File: src/rtl/ram_access_arbiter.sv
`default_nettype none
// ============================================================================
// ram_access_arbiter : two-client round-robin arbiter for a simple dual-port RAM
// Rev 1.0
// ============================================================================
module ram_access_arbiter #(
  parameter int RAM_WIDTH = 16,
  parameter int ADDR_LINE = 8
) (
  input  logic                 clk,
  input  logic                 rst_n,
  input  logic                 a_wr_req,
  input  logic [ADDR_LINE-1:0] a_wr_addr,
  input  logic [RAM_WIDTH-1:0] a_wr_data,
  output logic                 a_wr_gnt,
  input  logic                 b_wr_req,
  input  logic [ADDR_LINE-1:0] b_wr_addr,
  input  logic [RAM_WIDTH-1:0] b_wr_data,
  output logic                 b_wr_gnt,
  input  logic                 a_rd_req,
  input  logic [ADDR_LINE-1:0] a_rd_addr,
  output logic                 a_rd_gnt,
  output logic                 a_rd_valid,
  input  logic                 b_rd_req,
  input  logic [ADDR_LINE-1:0] b_rd_addr,
  output logic                 b_rd_gnt,
  output logic                 b_rd_valid,
  output logic [RAM_WIDTH-1:0] rd_data,
  output logic                 ram_wr_en,
  output logic [ADDR_LINE-1:0] ram_wr_addr,
  output logic [RAM_WIDTH-1:0] ram_wr_data,
  output logic                 ram_rd_en,
  output logic [ADDR_LINE-1:0] ram_rd_addr,
  input  logic [RAM_WIDTH-1:0] ram_rd_data
);

  localparam logic c_CLIENT_A = 1'b0;
  localparam logic c_CLIENT_B = 1'b1;

  logic r_wr_ptr;
  logic r_rd_ptr;
  logic r_rd_owner;
  logic r_rd_pending;

  logic                 w_a_wr_req;
  logic                 w_b_wr_req;
  logic                 w_a_rd_req;
  logic                 w_b_rd_req;
  logic                 w_rd_cand_a;
  logic                 w_rd_cand_b;
  logic [ADDR_LINE-1:0] w_rd_cand_addr;
  logic                 w_hazard;

  // Requests are masked while reset is held so every grant reads zero.
  assign w_a_wr_req = a_wr_req & rst_n;
  assign w_b_wr_req = b_wr_req & rst_n;
  assign w_a_rd_req = a_rd_req & rst_n;
  assign w_b_rd_req = b_rd_req & rst_n;

  always_comb begin
    a_wr_gnt    = w_a_wr_req & (~w_b_wr_req | (r_wr_ptr == c_CLIENT_A));
    b_wr_gnt    = w_b_wr_req & (~w_a_wr_req | (r_wr_ptr == c_CLIENT_B));
    ram_wr_en   = a_wr_gnt | b_wr_gnt;
    ram_wr_addr = '0;
    ram_wr_data = '0;
    if (a_wr_gnt) begin
      ram_wr_addr = a_wr_addr;
      ram_wr_data = a_wr_data;
    end else if (b_wr_gnt) begin
      ram_wr_addr = b_wr_addr;
      ram_wr_data = b_wr_data;
    end
  end

  // The read candidate is blocked (not replaced) when it collides with the
  // write issued in the same cycle; the RAM would otherwise return stale data.
  always_comb begin
    w_rd_cand_a    = w_a_rd_req & (~w_b_rd_req | (r_rd_ptr == c_CLIENT_A));
    w_rd_cand_b    = w_b_rd_req & (~w_a_rd_req | (r_rd_ptr == c_CLIENT_B));
    w_rd_cand_addr = w_rd_cand_a ? a_rd_addr : b_rd_addr;
    w_hazard       = ram_wr_en & (w_rd_cand_a | w_rd_cand_b) &
                     (w_rd_cand_addr == ram_wr_addr);
    a_rd_gnt       = w_rd_cand_a & ~w_hazard;
    b_rd_gnt       = w_rd_cand_b & ~w_hazard;
    ram_rd_en      = a_rd_gnt | b_rd_gnt;
    ram_rd_addr    = ram_rd_en ? w_rd_cand_addr : '0;
  end

  always_ff @(posedge clk or negedge rst_n) begin
    if (!rst_n) begin
      r_wr_ptr     <= c_CLIENT_A;
      r_rd_ptr     <= c_CLIENT_A;
      r_rd_owner   <= c_CLIENT_A;
      r_rd_pending <= 1'b0;
    end else begin
      if (a_wr_gnt) begin
        r_wr_ptr <= c_CLIENT_B;
      end else if (b_wr_gnt) begin
        r_wr_ptr <= c_CLIENT_A;
      end
      if (a_rd_gnt) begin
        r_rd_ptr   <= c_CLIENT_B;
        r_rd_owner <= c_CLIENT_A;
      end else if (b_rd_gnt) begin
        r_rd_ptr   <= c_CLIENT_A;
        r_rd_owner <= c_CLIENT_B;
      end
      r_rd_pending <= ram_rd_en;
    end
  end

  assign a_rd_valid = r_rd_pending & (r_rd_owner == c_CLIENT_A);
  assign b_rd_valid = r_rd_pending & (r_rd_owner == c_CLIENT_B);
  assign rd_data    = ram_rd_data;

endmodule
`default_nettype wire
File: config.mk
export PLATFORM = sky130hd
export DESIGN_NAME = ram_access_arbiter
export DESIGN_NICKNAME = d
export VERILOG_FILES = /design/src/rtl/ram_access_arbiter.sv
export SDC_FILE = /design/constraint.sdc
export NUM_CORES = 1
export LEC_CHECK = 0
export CAP_MARGIN = 10
export CELL_PAD_IN_SITES_DETAIL_PLACEMENT = 2
export CELL_PAD_IN_SITES_GLOBAL_PLACEMENT = 2
export CORE_MARGIN = 2
export CORE_UTILIZATION = 10
export DETAILED_ROUTE_END_ITERATION = 8
export GPL_TIMING_DRIVEN = 0
export PLACE_DENSITY_LB_ADDON = 0.25
export SYNTH_ARGS = -nofsm -noshare
export SYNTH_HDL_FRONTEND = slang
export SYNTH_SLANG_ARGS = --single-unit
File: constraint.sdc
create_clock -name clk -period 1.9 [get_ports clk]
set_input_delay 0.19 -clock clk [delete_from_list [all_inputs] [get_ports clk]]
set_output_delay 0.19 -clock clk [all_outputs]
set_load 0.05 [all_outputs]
==> run_results.csv <==
group,metric,value,unit
sta,setup_viol_count_final,22,
synthesis,synth.distinct_cells,33,
sta,hold_viol,0,
critical_path,worst-endpoint-arrival,2290,ps
power,seq_power_share,8.2,%
cells_and_area,post_route_cells_drive_above_1_share,53.08,%
sta,fin_hold_ws,425.1,ps
synthesis,synthFlopType,"sky130_fd_sc_hd__dfrtp_1",
sta,worst_pin_slew,524.6,ps
power,p_int,691.3,uW
power,power.ir.vdd_worst,0.1432,mV
place,io_buffers,124,
die,core_region_area,8763,sq um
detailed_routing,final_antenna_net_count,0,
synthesis,synthCells,116,
cells_and_area,area_growth_syn_to_layout,217.3,%
critical_path,endpoint_kind,"primary output",
die,die-area,9875,sq um
critical_path,timing.critical_path.from_type,"flop",
cells_and_area,final_net_count,348,
cells_and_area,diodes,0,
power,p_leak,1.189,nW
clocking,clk_latency,220,ps
synthesis,yosysTopAreaCell,"sky130_fd_sc_hd__a22o_1",
sta,timing.clock.skew,1.207,ps
outcome,run_status,"finished, violations left",
clocking,h-tree-depth,1,
synthesis,netlist_top_cells_area,"sky130_fd_sc_hd__a22o_1, sky130_fd_sc_hd__buf_4, sky130_fd_sc_hd__dfrtp_1",
critical_path,crit_required,1710,ps
clocking,numCtsBuffers,3,
cells_and_area,fill_cells,994,
synthesis,synth.yosys.warnings,0,
sta,slew-limit-headroom,65.17,%
die,initial_core_util,10.38,%
power,relative_contribution_of_the_clock_network_to_total_power,14.1,%
sta,period_needed,2480,ps
power,power_switching,602.0,uW
sta,postLayoutSetupSlackWorst,-579.7,ps
detailed_routing,wirelength,5885,um
power,power.share.combinational,77.6,%
detailed_routing,dr_total_vias,1473,
detailed_routing,vias_per_cell,4.003,
detailed_routing,wl_cell,15.99,um
synthesis,synth_top_area_share,15.41,%
global_routing,vias_in_the_first_global_route,1645,
die,design.portCount,142,
run,max-cap-violations,0,
clocking,cts_tree,"done",
global_routing,globalRouteTotalUtil,11.22,%
clocking,numClockSinks,4,
min_path,min_path_type,"primary input to flop",
synthesis,asyncSetResetFlopFracSynth,100.0,%
global_routing,overflow,0,
detailed_routing,drtPass1Iterations,3,
synthesis,yosysSeqAreaShare,11.00,%
die,cell_row_count,34,
power,power.share.switching,46.55,%
cells_and_area,finish.utilization,32.94,%
clocking,clockRootBuffer,"sky130_fd_sc_hd__clkbuf_8",
sta,report.final.slew_viol_count,0,
synthesis,syn_area,909.6,sq um
place,dp_hpwl,4771,um
die,floorplan.die.width,99.38,um
clocking,clk_pin_slew_worst_paths,30,ps
global_routing,grt_antenna_before_repair,0,
global_routing,grt_start_max_net_pins,11,
sta,setup_total_negative_slack,-7556,ps
sta,fmax,0.4033,GHz
clocking,clk_path_buf_depth,2,
die,die_y,99.38,um
power,power,1.293,mW
critical_path,setup.worst_path.class,"flop to primary output",
synthesis,synth-edff-count,0,
global_routing,grt_first_pass_wirelength,8825,um
detailed_routing,remaining_drc_errors,0,
outcome,failing_checks,"setup timing",
power,power.density,448.0,nW/um^2
detailed_routing,drt_first_iter_violations,19,
synthesis,top_cells_by_instance_count_after_synthesis,"sky130_fd_sc_hd__buf_4, sky130_fd_sc_hd__nor2_1, sky130_fd_sc_hd__a22o_1",
synthesis,synth_area_per_cell,7.842,sq um
sta,unrepaired_setup_endpoints_after_global_routing,"yes",
synthesis,postSynthNetCount,202,
critical_path,crit_fanout,7,
sta,post-route-period-util,130.5,%
place,globalplace.congestion,0.7196,
synthesis,yosys_register_bits,4,
[layer usage]
layer	vias to the layer above	track usage (%)	wire (um)
met5	-	0	0
met4	0	0.6322	0
met3	0	4.287	580
met2	70	21.26	3212
met1	703	12.41	2092
li1	700	-	-
[power groups by stage]
stage / logic [mW] / clock network (mW) / registers, mW
6_report: 1.00 / 0.183 / 0.107
5_1_grt: 1.05 / 0.196 / 0.109
4_1_cts: 0.930 / 0.187 / 0.108
3_5_place_dp: 0.858 / 0 / 0.109
3_3_place_gp: 0.853 / 0 / 0.109
2_1_floorplan: 0.517 / 0 / 0.106
[per-stage QoR]
stage | std cells | worst slack (ps) | cell area, sq um
after floorplan | 116 | -483.2 | 1071
after global placement | 348 | -1768 | 2447
after detailed placement | 348 | -1809 | 2447
after CTS | 359 | -689.8 | 2684
after global routing | 368 | -710.7 | 2887
final | 368 | -579.7 | 2887
[logic make-up (layout without fill, tap and decap cells)]
family,count (synthesis),after routing,synth area share [%]
compound gates,35,35,34.11
xor+xnor,7,7,6.740
buf+inv,30,174,21.73
flops,4,4,11.00
mux,7,7,7.703
simple gates,33,33,18.71
[critical path, stage by stage (launching register included)]
cell,delay (ps)
sky130_fd_sc_hd__dfrtp_1,400
sky130_fd_sc_hd__buf_6,130
sky130_fd_sc_hd__a21boi_4,190
sky130_fd_sc_hd__buf_12,170
sky130_fd_sc_hd__a32oi_4,60
sky130_fd_sc_hd__nor2_4,110
sky130_fd_sc_hd__xor2_1,170
sky130_fd_sc_hd__nand4_1,140
sky130_fd_sc_hd__buf_6,150
sky130_fd_sc_hd__or2_1,250
sky130_fd_sc_hd__and2_4,150
sky130_fd_sc_hd__buf_8,140
[path summary, 6_finish.rpt]
check / from / end / slack (ps) / cells after the start
worst min-delay path: a_rd_req / r_rd_ptr / 430 / 3
worst max-delay path: r_wr_ptr / a_rd_gnt / -580 / 11
max in group asynchronous: rst_n / r_rd_ptr / 1220 / 2
worst max register to register: r_wr_ptr / r_rd_owner / -320 / 13
min in group asynchronous: rst_n / r_rd_pending / 480 / 2
worst min register to register: r_wr_ptr / r_wr_ptr / 540 / 1
[layout by cell type, fill, tap and decap left out, types with 6 or more instances in the layout]
| cell | instances |
|---|---|
| sky130_fd_sc_hd__buf_2 | 13 |
| sky130_fd_sc_hd__nor2_2 | 7 |
| sky130_fd_sc_hd__a22o_1 | 7 |
| sky130_fd_sc_hd__clkdlybuf4s50_1 | 82 |
| sky130_fd_sc_hd__buf_4 | 33 |
| sky130_fd_sc_hd__a22o_2 | 8 |
| sky130_fd_sc_hd__buf_6 | 16 |
| sky130_fd_sc_hd__nor2_4 | 7 |
| sky130_fd_sc_hd__mux2i_4 | 7 |
| sky130_fd_sc_hd__buf_12 | 6 |
[cell type report]
cell class,count,area [sq um],area share [%]
Multi-Input combinational cell,82,992.2,34.37
Clock buffer,3,41.29,1.430
Timing Repair Buffer,143,1405,48.68
Inverter,6,26.28,0.9103
Tap cell,108,135.1,4.681
Sequential cell,4,100.1,3.468
Buffer,22,186.4,6.459
[state kept, by name, summed over array words and instances (netlist names)]
| register | cells |
|---|---|
| r_rd_owner | 1 |
| r_rd_pending | 1 |
| r_rd_ptr | 1 |
| r_wr_ptr | 1 |
[repair_timing]
action | in CTS | in global routing
buffers inserted | 7 | 9
hold buffers | 1 | 0
setup endpoints to repair | 41 | 40
endpoints found under the hold margin | 4 | 0
gates cloned | 2 | 0
gates resized for setup | 234 | 39
pin swaps | 8 | 5
No activity file was read; power rests on OpenSTA's default activity.
